==> config.mk <==
export PLATFORM = sky130hd
export DESIGN_NAME = encoding_loop_scheduler
export DESIGN_NICKNAME = d
export VERILOG_FILES = /design/src/rtl/encoding_pkg.sv /design/src/rtl/wrap_counter.sv /design/src/rtl/encoding_loop_scheduler.sv
export SDC_FILE = /design/constraint.sdc
export NUM_CORES = 1
export LEC_CHECK = 0
export BUFFER_PORTS_ARGS = -buffer_cell sky130_fd_sc_hd__clkbuf_2
export CAP_MARGIN = 15
export CORE_AREA = 5 5 42 44
export CTS_CLUSTER_DIAMETER = 120
export CTS_CLUSTER_SIZE = 8
export DETAILED_ROUTE_END_ITERATION = 7
export DIE_AREA = 0 0 47 49
export GPL_TIMING_DRIVEN = 0
export SLEW_MARGIN = 20
export SYNTH_ARGS = -nofsm -noshare
export SYNTH_HDL_FRONTEND = slang
export SYNTH_SLANG_ARGS = --single-unit
==> constraint.sdc <==
create_clock -name clk -period 2 [get_ports clk]
set_input_delay 0.5 -clock clk [delete_from_list [all_inputs] [get_ports clk]]
set_output_delay 0.5 -clock clk [all_outputs]
set_load 0.01 [all_outputs]
==> src/rtl/encoding_pkg.sv <==
// Shared types and helpers for the encoding loop scheduler.
//   sched_state_t : scheduler FSM states (IDLE -> RUN -> DONE -> IDLE)
//   idx_w(n)      : index width for a counter over n values, never below 1
package encoding_pkg;

  typedef enum logic [1:0] {
    IDLE = 2'd0,
    RUN  = 2'd1,
    DONE = 2'd2
  } sched_state_t;

  function automatic int idx_w(input int n);
    return (n <= 1) ? 1 : $clog2(n);
  endfunction

endpackage

==> src/rtl/wrap_counter.sv <==
// Modulo-MAX up-counter used for the node and feature loops.
// Ports:
//   clk     : rising-edge clock
//   reset_n : asynchronous active-low reset, clears count
//   clr     : synchronous clear (wins over inc)
//   inc     : advance by one this cycle
//   count   : current value, 0..MAX-1
//   wrap    : inc while count is at MAX-1 (count returns to 0 next edge)
module wrap_counter
  import encoding_pkg::*;
#(
  parameter int MAX = 4,
  parameter int W   = idx_w(MAX)
) (
  input  logic         clk,
  input  logic         reset_n,
  input  logic         clr,
  input  logic         inc,
  output logic [W-1:0] count,
  output logic         wrap
);

  localparam logic [W-1:0] LAST = W'(MAX - 1);

  // With MAX=1 the counter sits at 0 and every inc is a wrap.
  assign wrap = inc && (count == LAST);

  always_ff @(posedge clk or negedge reset_n) begin
    if (!reset_n) begin
      count <= '0;
    end else if (clr) begin
      count <= '0;
    end else if (inc) begin
      count <= wrap ? '0 : count + W'(1);
    end
  end

endmodule

==> src/rtl/encoding_loop_scheduler.sv <==
// Walks the encoding datapath over nodes (outer) x features (inner), one
// (node_idx, feat_idx) beat per valid/ready transfer, then pulses done.
// Ports:
//   clk, reset_n : clock and asynchronous active-low reset
//   start        : begin a run (honoured only in IDLE)
//   abort        : cancel back to IDLE from any state, no done pulse
//   out_ready    : downstream accepts the current beat
//   out_valid    : beat valid (registered state only, independent of out_ready)
//   node_idx     : current node index
//   feat_idx     : current feature index
//   last_feat    : valid beat is the last feature of its node
//   last_node    : valid beat belongs to the last node
//   busy         : high in RUN and DONE
//   done         : one-cycle pulse after the final transfer
module encoding_loop_scheduler
  import encoding_pkg::*;
#(
  parameter int NUM_NODES    = 4,
  parameter int NUM_FEATURES = 6,
  parameter int NODE_W       = idx_w(NUM_NODES),
  parameter int FEAT_W       = idx_w(NUM_FEATURES)
) (
  input  logic              clk,
  input  logic              reset_n,
  input  logic              start,
  input  logic              abort,
  input  logic              out_ready,
  output logic              out_valid,
  output logic [NODE_W-1:0] node_idx,
  output logic [FEAT_W-1:0] feat_idx,
  output logic              last_feat,
  output logic              last_node,
  output logic              busy,
  output logic              done
);

  localparam logic [NODE_W-1:0] NODE_LAST = NODE_W'(NUM_NODES - 1);
  localparam logic [FEAT_W-1:0] FEAT_LAST = FEAT_W'(NUM_FEATURES - 1);

  sched_state_t      state, state_nxt;
  logic              transfer;
  logic              feat_wrap, node_wrap;
  logic              cnt_clr;
  logic [NODE_W-1:0] node_cnt;
  logic [FEAT_W-1:0] feat_cnt;

  assign out_valid = (state == RUN);
  assign transfer  = out_valid && out_ready;

  // node_wrap can only fire on the transfer of the very last beat.
  assign cnt_clr = abort || node_wrap;

  wrap_counter #(.MAX(NUM_FEATURES), .W(FEAT_W)) u_feat_cnt (
    .clk     (clk),
    .reset_n (reset_n),
    .clr     (cnt_clr),
    .inc     (transfer),
    .count   (feat_cnt),
    .wrap    (feat_wrap)
  );

  wrap_counter #(.MAX(NUM_NODES), .W(NODE_W)) u_node_cnt (
    .clk     (clk),
    .reset_n (reset_n),
    .clr     (cnt_clr),
    .inc     (feat_wrap),
    .count   (node_cnt),
    .wrap    (node_wrap)
  );

  always_ff @(posedge clk or negedge reset_n) begin
    if (!reset_n) begin
      state <= IDLE;
    end else begin
      state <= state_nxt;
    end
  end

  always_comb begin
    state_nxt = state;
    unique case (state)
      IDLE:    if (start) state_nxt = RUN;
      RUN:     if (node_wrap) state_nxt = DONE;
      DONE:    state_nxt = IDLE;
      default: state_nxt = IDLE;
    endcase
    if (abort) state_nxt = IDLE;
  end

  assign node_idx  = out_valid ? node_cnt : '0;
  assign feat_idx  = out_valid ? feat_cnt : '0;
  assign last_feat = out_valid && (feat_cnt == FEAT_LAST);
  assign last_node = out_valid && (node_cnt == NODE_LAST);
  assign busy      = (state != IDLE);
  assign done      = (state == DONE);

endmodule
==> results of run 1 <==
-- flip-flops by register name (all words and copies together), names as in the netlist --
name and flops:
state 2, u_node_cnt.count 2, u_feat_cnt.count 3
-- kinds of logic after synthesis --
| logic type | after synthesis | share of synthesized area, % |
|---|---|---|
| compound gates | 9 | 11.3 |
| buf+inv | 2 | 1.74 |
| fa+ha+maj | 3 | 8.72 |
| simple gates | 24 | 37.5 |
| flops | 7 | 40.7 |
-- per-stage QoR --
step	total power [uW]	util, %
global route	331	39.1
CTS	311	39.0
floorplan	166	-
finish	304	39.1
global placement	181	37.1
detailed placement	182	37.1
-- placed cells by master, fill, tap and decap left out, drive strengths merged --
master	netlist	final
and3b	1	1
ha	3	3
nand3b	1	1
and2	8	8
clkbuf	1	19
or4b	1	1
nor2b	1	1
nand2	3	3
or3b	1	1
a2111oi	1	1
o21ai	3	3
or2	1	1
or3	3	3
nor2	2	2
inv	1	1
and2b	1	1
a21oi	5	5
and3	1	1
dfrtp	7	7
-- repair_timing --
| action | CTS | global route |
|---|---|---|
| setup endpoints to repair | 0 | 7 |
| hold endpoints to repair | 0 | 0 |
| gates resized for setup | 0 | 2 |
| hold buffers | 0 | 0 |
-- power by group --
group          internal, uW  switching, uW
clock                  75.9           48.6
sequential              145           4.14
combinational          12.7           17.4
total                   234           70.2
-- layer usage --
layer	vias up	GRT usage (%)	wire, um
met5	-	0	0
met4	0	1.38	0
met3	0	6.64	76
met2	12	13.1	413
met1	174	10.6	333
li1	194	-	-
-- worst max-delay path, stage by stage, from the launching register on --
cell	delay (ps)
sky130_fd_sc_hd__dfrtp_1	420
sky130_fd_sc_hd__ha_1	230
sky130_fd_sc_hd__and2_1	190
sky130_fd_sc_hd__and2_1	160
sky130_fd_sc_hd__clkbuf_2	120
-- layout make-up --
class	instances	area, um^2
plain buffers	1	5.00
clock buffers	4	26.3
fillers	155	853
inverters	1	3.75
multi-input cells	36	248
flip-flops and latches	7	175
well taps	16	20.0
repair buffers	14	70.1
-- worst min-delay path by stage --
stage | startpoint | endpoint | slack (ps) | cells past startpoint
floorplan | reset_n | state[0]$_DFFE_PN0P_ | 200 | 0
global placement | reset_n | u_feat_cnt.count[1]$_DFFE_PN0P_ | 340 | 1
detailed placement | reset_n | u_feat_cnt.count[1]$_DFFE_PN0P_ | 340 | 1
CTS | reset_n | u_feat_cnt.count[1]$_DFFE_PN0P_ | 70 | 1
global route | reset_n | u_feat_cnt.count[1]$_DFFE_PN0P_ | 70 | 1
finish | reset_n | u_feat_cnt.count[1]$_DFFE_PN0P_ | 80 | 1
==> results.txt, run 1 <==
----------------------------------------------------
[STA]
  Setup ws final ... 137 ps
  Maximum clock frequency ... 537 MHz
  Pin slew with the least headroom to its limit ... 370 ps
  Slew Viols, Final ... 0
  Relative slew slack ... 74.7%
  Fin. Hold Viols ... 0
  Period minus WS final ... 1860 ps
  Total setup violations reported at the end of the flow ... 0
  Setup repair after global routing missed its margin ... false
  Period utilization ... 93.2%
  Accumulated negative setup slack ... 0 ps
  Hold slack ... 79.2 ps
  Worst clock skew ... 0.139 ps

[Critical path]
  Launching instance or port of the critical path ... u_feat_cnt.count[0]$_DFFE_PN0P_
  Setup CP Type ... flip-flop to output pin
  Worst setup path end ... last_feat
  Sort of element at the end of the critical path ... output pin
  Critical register-to-register path endpoint ... state[0]$_DFFE_PN0P_
  Biggest fanout along the worst timing path ... 5
  Kind of start point of the critical path ... flip-flop
  Setup slack, reg-to-reg ... 410 ps
  Crit path DAT ... 1360 ps
  R2R cell count ... 4
  Launch point of the worst reg-to-reg path ... u_feat_cnt.count[0]$_DFFE_PN0P_
  Data required time at the worst endpoint ... 1500 ps

[Power]
  Static Leakage ... 0.000293 uW
  Pwr dens ... 554 nW/um^2
  Maximum vdd ir drop ... 394 uV

[Global routing]
  Pin count of the biggest net entering global routing ... 11
  Number of global-route vias before repair ... 349
  Overall global routing resource usage ... 8.95%
  Wire length of the first global-routing pass ... 1.47 mm
  Global route overflow ... 0
  Initial antenna violation count ... 0

[Yosys]
  Register bit count reported by yosys ... 7
  Share of the synthesized area in the top cell type ... 40.7%
  Ranking of synthesized cells by area ... sky130_fd_sc_hd__dfrtp_1, sky130_fd_sc_hd__and2_1, sky130_fd_sc_hd__ha_1, sky130_fd_sc_hd__a21oi_1, sky130_fd_sc_hd__nand3b_4
  Synthesized Nets ... 53
  Count of flip-flops with a built-in enable after synthesis ... 0
  Most used standard cell by instance count after synthesis ... sky130_fd_sc_hd__and2_1
  Biggest area consumer among synthesized cells ... sky130_fd_sc_hd__dfrtp_1
  Async set-reset flop share out of synthesis ... 100%
  Cells after synthesis ... 45
  Fraction of the yosys area taken by sequential cells ... 40.7%
  Flip-flop cell with the highest count after synthesis ... sky130_fd_sc_hd__dfrtp_1
  Cell types with the highest counts after synthesis ... sky130_fd_sc_hd__and2_1, sky130_fd_sc_hd__dfrtp_1, sky130_fd_sc_hd__a21oi_1
  Mapped Area ... 430 um^2
  Count of cell types in the netlist ... 19
  Synth Area per Inst ... 9.56 um^2
  Yosys warning count ... 0

[CTS]
  CTS Root Cell ... sky130_fd_sc_hd__clkbuf_4
  Worst-Skew Late Latency ... 240 ps
  Clock-pin slew on the worst setup and hold paths ... 50 ps
  Max H-tree Level ... 1
  TritonCTS clock tree ... yes
  Post-CTS setup repair buffer count ... 0
  Total clock buffers created by CTS ... 3
  # clock sinks ... 7
  Clk buf depth ... 2

[Detailed routing]
  Residual DRC count ... 0
  Detailed-routing iteration count for the pre-antenna-repair pass ... 2
  Via Count ... 380
  Number of nets still failing antenna checks after routing ... 0
  DRT Wirelength ... 823 um
  DR vias/cell ... 4.81
  Drt wl/cell ... 10.4 um
  Initial drt markers ... 3

[Floorplan]
  Starting density of the core ... 30.7%
  Core Box Area ... 1400 um^2
  Total die area ... 2300 um^2
  IO Count ... 15
  Num rows ... 14
  Die height ... 49 um
  DIE WIDTH ... 47 um

[Final layout]
  Antenna diode count ... 0
  Net count, final ... 72
  Final Non-Filler Cells ... 79
  Final standard cell area without fillers ... 548 um^2
  Synth-to-Final Area Change ... 27.3%
  Ratio of cells with drive above 1 in the final layout ... 31.7%

[Placed design]
  Estimated wirelength of the detail-placed design ... 675 um
  Placed cell area ... 520 um^2
  Cell total after placement ... 75
  Placer congestion estimate ... 0.755
  Post-place setup slack ... 334 ps
  Count of buffers inserted at the top-level ports ... 14

[Worst hold path]
  Hold WC Path Type ... primary input to asynchronous set/reset pin

[Job]
  Max-cap violations ... 0

[Status]
  Outcome ... completed

----------------------------------------------------
Note: power is estimated with default switching activity, not from simulation.
==> run 2: changes to the inputs <==
--- a/config.mk
+++ b/config.mk
@@ -5,7 +5,7 @@
 export SDC_FILE = /design/constraint.sdc
 export NUM_CORES = 1
 export LEC_CHECK = 0
-export BUFFER_PORTS_ARGS = -buffer_cell sky130_fd_sc_hd__clkbuf_2
+export BUFFER_PORTS_ARGS = -buffer_cell sky130_fd_sc_hd__buf_2
 export CAP_MARGIN = 15
 export CORE_AREA = 5 5 42 44
 export CTS_CLUSTER_DIAMETER = 120
==> run 2 against run 1 <==
Against the previous run: clock skew is 7.5 ps higher; final cell count did not move; worst setup slack lost 1.5 ps; sequential power hardly changed; power up 0.75%; combinational power about the same.
==> results.txt, run 2 (synthesis gave the netlist of run 1 again) <==
----------------------------------------------------
[STA]
  Accumulated negative setup slack ... 0 ps (unchanged)
  Setup ws final ... 135 ps (-1.50 ps)
  Total setup violations reported at the end of the flow ... 0 (unchanged)
  Maximum clock frequency ... 536 MHz (about the same)
  Fin. Hold Viols ... 0 (unchanged)
  Relative slew slack ... 77.5% (+2.8 points)
  Slew Viols, Final ... 0 (unchanged)
  Worst clock skew ... 7.63 ps (+7.49 ps)
  Period minus WS final ... 1860 ps (+1.50 ps)
  Hold slack ... 71.6 ps (-7.57 ps)
  Period utilization ... 93.2% (about the same)
  Setup repair after global routing missed its margin ... false
  Pin slew with the least headroom to its limit ... 329 ps (-40.6 ps)

[Placed design]
  Count of buffers inserted at the top-level ports ... 14 (unchanged)
  Estimated wirelength of the detail-placed design ... 661 um (-2.2%)
  Post-place setup slack ... 361 ps (+27.2 ps)
  Placer congestion estimate ... 0.761 (+0.79%)

[Final layout]
  Max reg flops ... 3 (unchanged)
  Largest registers ... u_feat_cnt.count (3), state (2), u_node_cnt.count (2)
  Fillers ... 163 (+5.2%)
  Core Util, Final ... 39.1% (unchanged)
  Antenna diode count ... 0 (unchanged)
  Register Area ... 175 um^2 (unchanged)
  Synth-to-Final Area Change ... 27.3% (unchanged)
  Most used cells in the layout excluding fill and tap cells ... sky130_fd_sc_hd__buf_2, sky130_fd_sc_hd__and2_1, sky130_fd_sc_hd__dfrtp_1
  Most flop-heavy register ... u_feat_cnt.count
  Commonest non-fill, non-tap cell in the layout ... sky130_fd_sc_hd__buf_2
  Multi-input gate area ... 248 um^2 (unchanged)
  Net count, final ... 72 (unchanged)
  Ratio of cells with drive above 1 in the final layout ... 31.7% (unchanged)

[Critical path]
  Launching instance or port of the critical path ... u_feat_cnt.count[0]$_DFFE_PN0P_
  Biggest cell delay along the critical path ... 410 ps (about the same)
  Critical register-to-register path endpoint ... state[0]$_DFFE_PN0P_
  Data required time at the worst endpoint ... 1500 ps (about the same)
  Kind of start point of the critical path ... flip-flop
  Crit path buf inv count ... 1 (unchanged)
  Critical Path Slowest Stage Cell ... sky130_fd_sc_hd__dfrtp_1
  Most numerous cell on the critical path ... sky130_fd_sc_hd__and2_1
  Biggest fanout along the worst timing path ... 5 (unchanged)
  Sort of element at the end of the critical path ... output pin
  Launch point of the worst reg-to-reg path ... u_feat_cnt.count[0]$_DFFE_PN0P_
  Crit path DAT ... 1360 ps (about the same)
  Setup CP Type ... flip-flop to output pin
  Largest delay contributor family on the critical path ... flip-flops
  R2R cell count ... 4 (unchanged)
  Cells along the critical path ... ha_1, and2_1, and2_1, buf_2
  Setup slack, reg-to-reg ... 460 ps (+50 ps)

[Detailed routing]
  Drt wl/cell ... 10.6 um (+2.2%)
  Via Count ... 374 (-1.6%)
  Number of nets still failing antenna checks after routing ... 0 (unchanged)
  DR vias/cell ... 4.73 (-1.6%)
  DRT Wirelength ... 841 um (+2.2%)
  Initial drt markers ... 4 (+1)
  Residual DRC count ... 0 (unchanged)
  Detailed-routing iteration count for the pre-antenna-repair pass ... 4 (+2)

[Floorplan]
  Core Box Area ... 1400 um^2 (unchanged)
  DIE WIDTH ... 47 um (unchanged)
  Starting density of the core ... 30.7% (unchanged)
  IO Count ... 15 (unchanged)
  Die height ... 49 um (unchanged)
  Total die area ... 2300 um^2 (unchanged)
  Num rows ... 14 (unchanged)

[Power]
  Int Pwr ... 234 uW (about the same)
  Logic gate share of total power ... 9.9% (about the same)
  Switching component of the power ... 72.2 uW (+3.0%)
  Maximum vdd ir drop ... 360 uV (-8.7%)
  Sequential cell fraction of total power ... 48.6% (-0.5 points)
  Share of total power consumed by net switching ... 23.6% (+0.51 points)
  Static Leakage ... 0.000300 uW (+2.4%)
  Pwr dens ... 558 nW/um^2 (+0.75%)
  Power share of the clock group ... 41.5% (+0.5 points)

[CTS]
  Clk buf depth ... 2 (unchanged)
  TritonCTS clock tree ... yes
  Max H-tree Level ... 1 (unchanged)
  Number of instances resized during post-cts repair ... 0 (unchanged)
  Post-CTS setup repair buffer count ... 0 (unchanged)
  Quantity of hold-fixing buffers added after cts ... 0 (unchanged)
  # clock sinks ... 7 (unchanged)
  Clock-pin slew on the worst setup and hold paths ... 50 ps (about the same)
  Worst-Skew Late Latency ... 250 ps (about the same)
  CTS Root Cell ... sky130_fd_sc_hd__clkbuf_4
  Total clock buffers created by CTS ... 3 (unchanged)

[Job]
  Max-cap violations ... 0 (unchanged)

[Global routing]
  Pin count of the biggest net entering global routing ... 11 (unchanged)
  Global route overflow ... 0 (unchanged)
  Initial antenna violation count ... 0 (unchanged)
  Number of global-route vias before repair ... 342 (-2.0%)
  Overall global routing resource usage ... 9.30% (+0.35 points)
  Wire length of the first global-routing pass ... 1.47 mm (unchanged)

[Worst hold path]
  Hold WC Path Type ... primary input to asynchronous set/reset pin

[Status]
  Outcome ... completed

----------------------------------------------------
-- run 2: per-stage QoR --
step	total power, uW	cells	cell area [um^2]
global route	330	79	548
CTS	311	79	547
global placement	181	75	520
finish	306	79	548
detailed placement	182	75	520
floorplan	166	45	430
-- run 2: final cells by class --
| class | instances | area share [%] |
|---|---|---|
| clock buffers | 4 | 4.79 |
| well taps | 16 | 3.65 |
| repair buffers | 14 | 12.8 |
| inverters | 1 | 0.685 |
| plain buffers | 1 | 0.913 |
| flip-flops and latches | 7 | 32.0 |
| multi-input cells | 36 | 45.2 |
-- run 2: worst max path at each step --
stage                     end  cells after the start
floorplan           last_feat                      3
global placement    last_feat                      4
detailed placement  last_feat                      4
CTS                 last_feat                      4
global route        last_feat                      4
finish              last_feat                      4
-- run 2: worst reg2reg max path, delay by kind of cell, from the launching register on --
kind | cells | cell delay [ps]
compound gates | 1 | 380
flops | 1 | 410
simple gates | 2 | 390
fa+ha+maj | 1 | 230
-- run 2: power by group through the flow --
| stage | clock (uW) | sequential [uW] | combinational [uW] |
|---|---|---|---|
| floorplan | 0 | 151 | 15.5 |
| global placement | 0 | 151 | 30.1 |
| detailed placement | 0 | 151 | 30.5 |
| CTS | 132 | 149 | 30.6 |
| global route | 146 | 149 | 34.5 |
| finish | 127 | 149 | 30.3 |
-- run 2: layer usage --
metal / global-route usage [%] / wire [um] / vias to the layer above / share of wire, %
met5: 0 / 0 / - / 0
met4: 4.15 / 9 / 0 / 1.1
met3: 6.64 / 82 / 2 / 9.8
met2: 13.1 / 408 / 13 / 49
met1: 10.4 / 340 / 167 / 40
li1: - / - / 192 / -
